## src/rtl/mine_placer.sv

```systemverilog
// Purpose: places MINES mines on a 6x6 board from a 16-bit LFSR, keeping the first-click 3x3 zone clear.
// Latency: busy the cycle after start, one clear cycle, then one candidate per cycle until MINES accepted; done pulses once.
// Backpressure: none; start and seed_load are honoured only in IDLE and ignored while a placement runs.
module mine_placer #(
    parameter int          MINES     = 8,
    parameter logic [15:0] LFSR_INIT = 16'hACE1
) (
    input  logic        clk,
    input  logic        rst_n,
    input  logic        seed_load,
    input  logic [15:0] seed,
    input  logic        start,
    input  logic [5:0]  safe_pos,
    output logic        busy,
    output logic        done,
    output logic [35:0] cell_mine,
    output logic [5:0]  mine_count
);

    // A board needs room for the mines outside a full 3x3 safe zone.
    if (MINES < 1 || MINES > 27) begin : g_bad_mines
        $error("mine_placer: MINES must be in 1..27");
    end

    localparam logic [5:0] MINES_W = 6'(MINES);

    typedef enum logic [1:0] {
        S_IDLE  = 2'd0,
        S_CLEAR = 2'd1,
        S_DRAW  = 2'd2,
        S_DONE  = 2'd3
    } state_t;

    state_t      state_q, state_d;
    logic [15:0] lfsr_q, lfsr_d;
    logic [35:0] cell_mine_q, cell_mine_d;
    logic [5:0]  mine_count_q, mine_count_d;
    logic        busy_q, busy_d;
    logic        done_q, done_d;
    logic [5:0]  safe_q, safe_d;

    // Row of a board index via a compare chain (indices >= 36 land in row 5 and are rejected elsewhere).
    function automatic logic [2:0] row_of(input logic [5:0] idx);
        logic [2:0] r;
        if (idx < 6'd6)       r = 3'd0;
        else if (idx < 6'd12) r = 3'd1;
        else if (idx < 6'd18) r = 3'd2;
        else if (idx < 6'd24) r = 3'd3;
        else if (idx < 6'd30) r = 3'd4;
        else                  r = 3'd5;
        return r;
    endfunction

    // Column is the index minus six times its row; shifts and adds only.
    function automatic logic [2:0] col_of(input logic [5:0] idx);
        logic [2:0] r;
        logic [5:0] base;
        r    = row_of(idx);
        base = 6'({r, 2'b00}) + 6'({r, 1'b0});
        return 3'(idx - base);
    endfunction

    // True when two row (or column) coordinates differ by at most one.
    function automatic logic near(input logic [2:0] a, input logic [2:0] b);
        logic [3:0] d;
        d = {1'b0, a} - {1'b0, b};
        return (d == 4'h0) || (d == 4'h1) || (d == 4'hF);
    endfunction

    logic [15:0] lfsr_step;
    logic [5:0]  cand;
    logic [35:0] cand_bit;
    logic        cand_ok;

    // Candidate evaluation: on the board, not yet a mine, and outside the protected zone.
    always_comb begin
        lfsr_step = {lfsr_q[14:0], lfsr_q[15] ^ lfsr_q[13] ^ lfsr_q[12] ^ lfsr_q[10]};
        cand      = lfsr_q[5:0];
        cand_bit  = 36'd1 << cand;
        cand_ok   = (cand < 6'd36)
                  && ((cell_mine_q & cand_bit) == 36'd0)
                  && !((safe_q < 6'd36)
                       && near(row_of(cand), row_of(safe_q))
                       && near(col_of(cand), col_of(safe_q)));
    end

    // Next-state logic: LFSR free-runs except on a seed load; FSM sequences clear, draw and done.
    always_comb begin
        state_d      = state_q;
        lfsr_d       = lfsr_step;
        cell_mine_d  = cell_mine_q;
        mine_count_d = mine_count_q;
        busy_d       = busy_q;
        done_d       = 1'b0;
        safe_d       = safe_q;
        case (state_q)
            S_IDLE: begin
                if (seed_load) begin
                    lfsr_d = (seed == 16'd0) ? LFSR_INIT : seed;
                end
                if (start) begin
                    safe_d  = safe_pos;
                    busy_d  = 1'b1;
                    state_d = S_CLEAR;
                end
            end
            S_CLEAR: begin
                cell_mine_d  = 36'd0;
                mine_count_d = 6'd0;
                state_d      = S_DRAW;
            end
            S_DRAW: begin
                if (cand_ok) begin
                    cell_mine_d  = cell_mine_q | cand_bit;
                    mine_count_d = mine_count_q + 6'd1;
                    if (mine_count_q + 6'd1 == MINES_W) begin
                        busy_d  = 1'b0;
                        done_d  = 1'b1;
                        state_d = S_DONE;
                    end
                end
            end
            S_DONE: begin
                state_d = S_IDLE;
            end
            default: begin
                state_d = S_IDLE;
            end
        endcase
    end

    // State registers with asynchronous reset asserted high.
    always_ff @(posedge clk or posedge rst_n) begin
        if (rst_n) begin
            state_q      <= S_IDLE;
            lfsr_q       <= LFSR_INIT;
            cell_mine_q  <= 36'd0;
            mine_count_q <= 6'd0;
            busy_q       <= 1'b0;
            done_q       <= 1'b0;
            safe_q       <= 6'd63;
        end else begin
            state_q      <= state_d;
            lfsr_q       <= lfsr_d;
            cell_mine_q  <= cell_mine_d;
            mine_count_q <= mine_count_d;
            busy_q       <= busy_d;
            done_q       <= done_d;
            safe_q       <= safe_d;
        end
    end

    assign busy       = busy_q;
    assign done       = done_q;
    assign cell_mine  = cell_mine_q;
    assign mine_count = mine_count_q;

endmodule

```

## config.mk

```make
export PLATFORM = sky130hd
export DESIGN_NAME = mine_placer
export DESIGN_NICKNAME = d
export VERILOG_FILES = /design/src/rtl/mine_placer.sv
export SDC_FILE = /design/constraint.sdc
export NUM_CORES = 1
export LEC_CHECK = 0
export ABC_AREA = 1
export ABC_CLOCK_PERIOD_IN_PS = 3900
export BUFFER_PORTS_ARGS = -buffer_cell sky130_fd_sc_hd__buf_2
export CAP_MARGIN = 15
export CORE_MARGIN = 4
export CORE_UTILIZATION = 59
export CTS_BUF_LIST = sky130_fd_sc_hd__clkbuf_4 sky130_fd_sc_hd__clkbuf_8
export DETAILED_ROUTE_END_ITERATION = 6
export HOLD_SLACK_MARGIN = 0.05
export PLACE_DENSITY = 0.83
export RECOVER_POWER = 100
export SETUP_SLACK_MARGIN = 0.4
export SLEW_MARGIN = 5
export SYNTH_ARGS = -nofsm -noshare
export SYNTH_HDL_FRONTEND = slang
export SYNTH_SLANG_ARGS = --single-unit
```

## constraint.sdc

```tcl
create_clock -name clk -period 3.9 [get_ports clk]
set_input_delay 0.78 -clock clk [delete_from_list [all_inputs] [get_ports clk]]
set_output_delay 0.78 -clock clk [all_outputs]
set_load 0.02 [all_outputs]
```

==> impl_metrics.ini <==
[yosys]
synth_seq_area_share = 0.409
synth_area_leader_cell = dfrtp_1
synth_cell_types = 29
yosys_register_bits = 68
postSynthCellCount = 560
synth_flop_cell = dfrtp_1
netlist_top_cells_area = dfrtp_1 32%, nand2_1 15%, dfstp_2 8.8%
synth_edf_count = 0
ys_async_sr_fraction = 1.00
synth.most_common_cell = nand2_1
syn_avg_cell_area_um2 = 7.50
synth.top_cell.area_share = 0.322
synth_common_cells = 167 x nand2_1, 73 x nor2_1, 54 x dfrtp_1, 53 x o21ai_0, 37 x inv_1
ys_warn_count = 0
synth_fp_nets = 606
synth_area_mm2 = 0.00420

[setup_path]
cp_slowest_cell = dfstp_1
ff2ff_path_depth = 21
cp_num_cells = 21
crit_family = XOR/XNOR gates
crit_buf_inv = 3
arrival_ns = 3.95
max_stage_delay_ns = 0.58
startpoint = safe_q[1]
crit_chain = inv_2 -> a21oi_2 -> o21ai_1 -> a31oi_2 -> ha_1 -> xor2_1 -> xor2_1 -> xor2_1 -> ha_1 -> xor2_2 -> o21ai_0 -> nand2_1 -> nor2_1 -> nor2_1 -> nand3_1 -> nand2_2 -> nand2_4 -> buf_6 -> clkbuf_16 -> nand2_1 -> o21ai_2
r2r_start = safe_q[1]
crit_path_end = cell_mine[4]
end_kind = flip-flop
cp-start-kind = flip-flop
cp.required_ns = 4.18
path_class = reg2reg
rrSetupSlack_ns = 0.24
critPathMaxFanout = 8
cp_common_cell = xor2_1
rr_endpoint = cell_mine[4]

[drt]
ant_nets = 0
num_vias = 4478
drcViolationCount = 0
drt-total-wl_um = 13400
wl_per_cell_um = 17.8
drt-pass1-iter-count = 7
vias_per_cell = 5.98
drt-initial-drc-count = 675

[cts]
clk_latency_ns = 0.36
cts_root_buf = clkbuf_8
htreeDepth = 3
clk_pin_slew_ns = 0.07
clockBufferDepth = 2
postCtsHoldBufs = 0
cts_buffers = 9
cts.sinks = 68
cts_tree = done

[timing]
final_max_slew_viol_count = 71
fin_crit_sh = 0.940
slew_headroom = -0.0844
max_slew.worst_pin.slew_ns = 1.63
tns_ns = 0
clock_skew_ns = 0.0141
max_freq_mhz = 273
setup_violations = 0
rsz0062_at_grt = true
period_needed_ns = 3.66
hold_viol = 0

[grt]
antenna_found_initial = 0
grt_overflow = 0
grt_pass1_wl_um = 18700
grt_pass1_vias = 3920
track_usage = 0.274
grt_max_degree = 42

[layout]
fillerInstances = 472
n_antenna_cell = 0
drive_gt1_frac = 0.196
syn_to_final_growth_pct = 24.3
fin_cells = 749
nets = 694

[outcome]
status = complete, but fails checks
violations = capacitance limit, slew limit

[placed_design]
place.gp.congestion = 0.903
numPortBuffers = 69
dp_hpwl_um = 7460
placedCellCount = 712

[power]
p_leak_nw = 2.47
clkPwrFrac = 0.123
p_seq_frac = 0.185
p_per_area_mw_per_mm2 = 1150
internal_power_mw = 3.11
pwr-share-comb = 0.691
ir_drop_mv = 0.604
p_switching_mw = 2.90
switching_share = 0.482

[floorplan]
die_h_um = 92.4
fp.coreArea_mm2 = 0.00687
dieArea_mm2 = 0.00854
rows = 30
fp.dieW_um = 92.4
initial_core_util = 0.612
pin_count = 70

[min_path]
hold_path.class = reg2reg
hold_depth = 2

[flow_run]
drv_cap = 2
## cell families (layout without fill, tap and decap cells)
group | Yosys count | count (layout) | synth area share
and+or+nand+nor | 292 | 292 | 0.284
AOI/OAI and AO/OA | 106 | 106 | 0.146
DFF | 68 | 68 | 0.409
buffers and inverters | 60 | 153 | 0.0688
adders and majority gates | 20 | 20 | 0.0631
xor gates and xnor gates | 14 | 14 | 0.0292
## through the flow
| step | hold WS (ns) | power [mW] | worst slack, ns | area, um2 | utilization |
|---|---|---|---|---|---|
| after CTS | 0.465 | 5.20 | 0.402 | 5030 | 0.733 |
| after global routing | 0.502 | 6.35 | 0.0304 | 5220 | 0.760 |
| after detailed placement | 0.445 | 3.84 | 0.141 | 4590 | 0.668 |
| final | 0.464 | 6.01 | 0.236 | 5220 | 0.760 |
| after global placement | 0.437 | 3.67 | 0.340 | 4590 | 0.668 |
| after floorplan | 0.425 | 3.34 | 0.715 | 4200 | - |
## worst register-to-register path, stage by stage (launching register included)
cell and delay (ns):
dfstp_1 0.58, inv_2 0.06, a21oi_2 0.12, o21ai_1 0.08, a31oi_2 0.16, ha_1 0.19
xor2_1 0.18, xor2_1 0.19, xor2_1 0.18, ha_1 0.32, xor2_2 0.20, o21ai_0 0.19
nand2_1 0.08, nor2_1 0.13, nor2_1 0.06, nand3_1 0.13, nand2_2 0.10, nand2_4 0.16
buf_6 0.16, clkbuf_16 0.18, nand2_1 0.08, o21ai_2 0.06
## layer usage
metal	track usage	routed length (um)	vias to the layer above
li1	-	-	1997
met2	0.444	6060	336
met3	0.0439	1460	88
met5	0	0	-
met4	0.124	783	0
met1	0.362	5060	2057
## state kept, by name (all words and copies together) (netlist names)
register and flops:
cell_mine 36, lfsr_q 16, mine_count 6, safe_q 6, state_q 2, busy 1
done 1
## how the worst min path moves through the flow
stage | from | to
after floorplan | lfsr_q[8] | lfsr_q[9]
after global placement | lfsr_q[8] | lfsr_q[9]
after detailed placement | lfsr_q[8] | lfsr_q[9]
after CTS | lfsr_q[8] | lfsr_q[9]
after global routing | lfsr_q[8] | lfsr_q[9]
final | lfsr_q[8] | lfsr_q[9]
## placed cells by master, fill, tap and decap left out, types with 7 or more instances in the layout
| master | n |
|---|---|
| nand2_1 | 159 |
| nor2_1 | 73 |
| o21ai_0 | 66 |
| dfrtp_1 | 51 |
| clkbuf_1 | 47 |
| inv_1 | 35 |
| buf_2 | 24 |
| nand3_1 | 23 |
| o21ai_2 | 19 |
| ha_1 | 18 |
| dfstp_2 | 13 |
| buf_4 | 13 |
| clkbuf_8 | 10 |
| xor2_1 | 9 |
| nand2_4 | 8 |
| nand4_1 | 7 |
| nor3_1 | 7 |
| a21oi_1 | 7 |
| o21ai_1 | 7 |
## layout make-up
class                           count  area, um2  area share
Inverter                           41        159      0.0304
Clock inverter                      5        108      0.0206
Sequential cell                    68       1720       0.330
Multi-Input combinational cell    432       2300       0.440
Tap cell                           96        120      0.0230
Clock buffer                       11        145      0.0278
Timing Repair Buffer               96        673       0.129
## power by group through the flow
stage | clock (mW) | sequential (mW) | combinational [mW]
after floorplan | 0 | 1.10 | 2.24
after CTS | 0.736 | 1.08 | 3.38
after detailed placement | 0 | 1.09 | 2.75
after global placement | 0 | 1.08 | 2.59
after global routing | 0.772 | 1.13 | 4.45
final | 0.741 | 1.11 | 4.16
## what timing repair did
item	CTS	global route
hold endpoints to repair	0	0
setup buffers	8	5
pin swaps	9	12
setup endpoints to repair	42	45
cloned	3	5
resized for setup	17	34
Note: power is estimated with default switching activity, not from simulation.
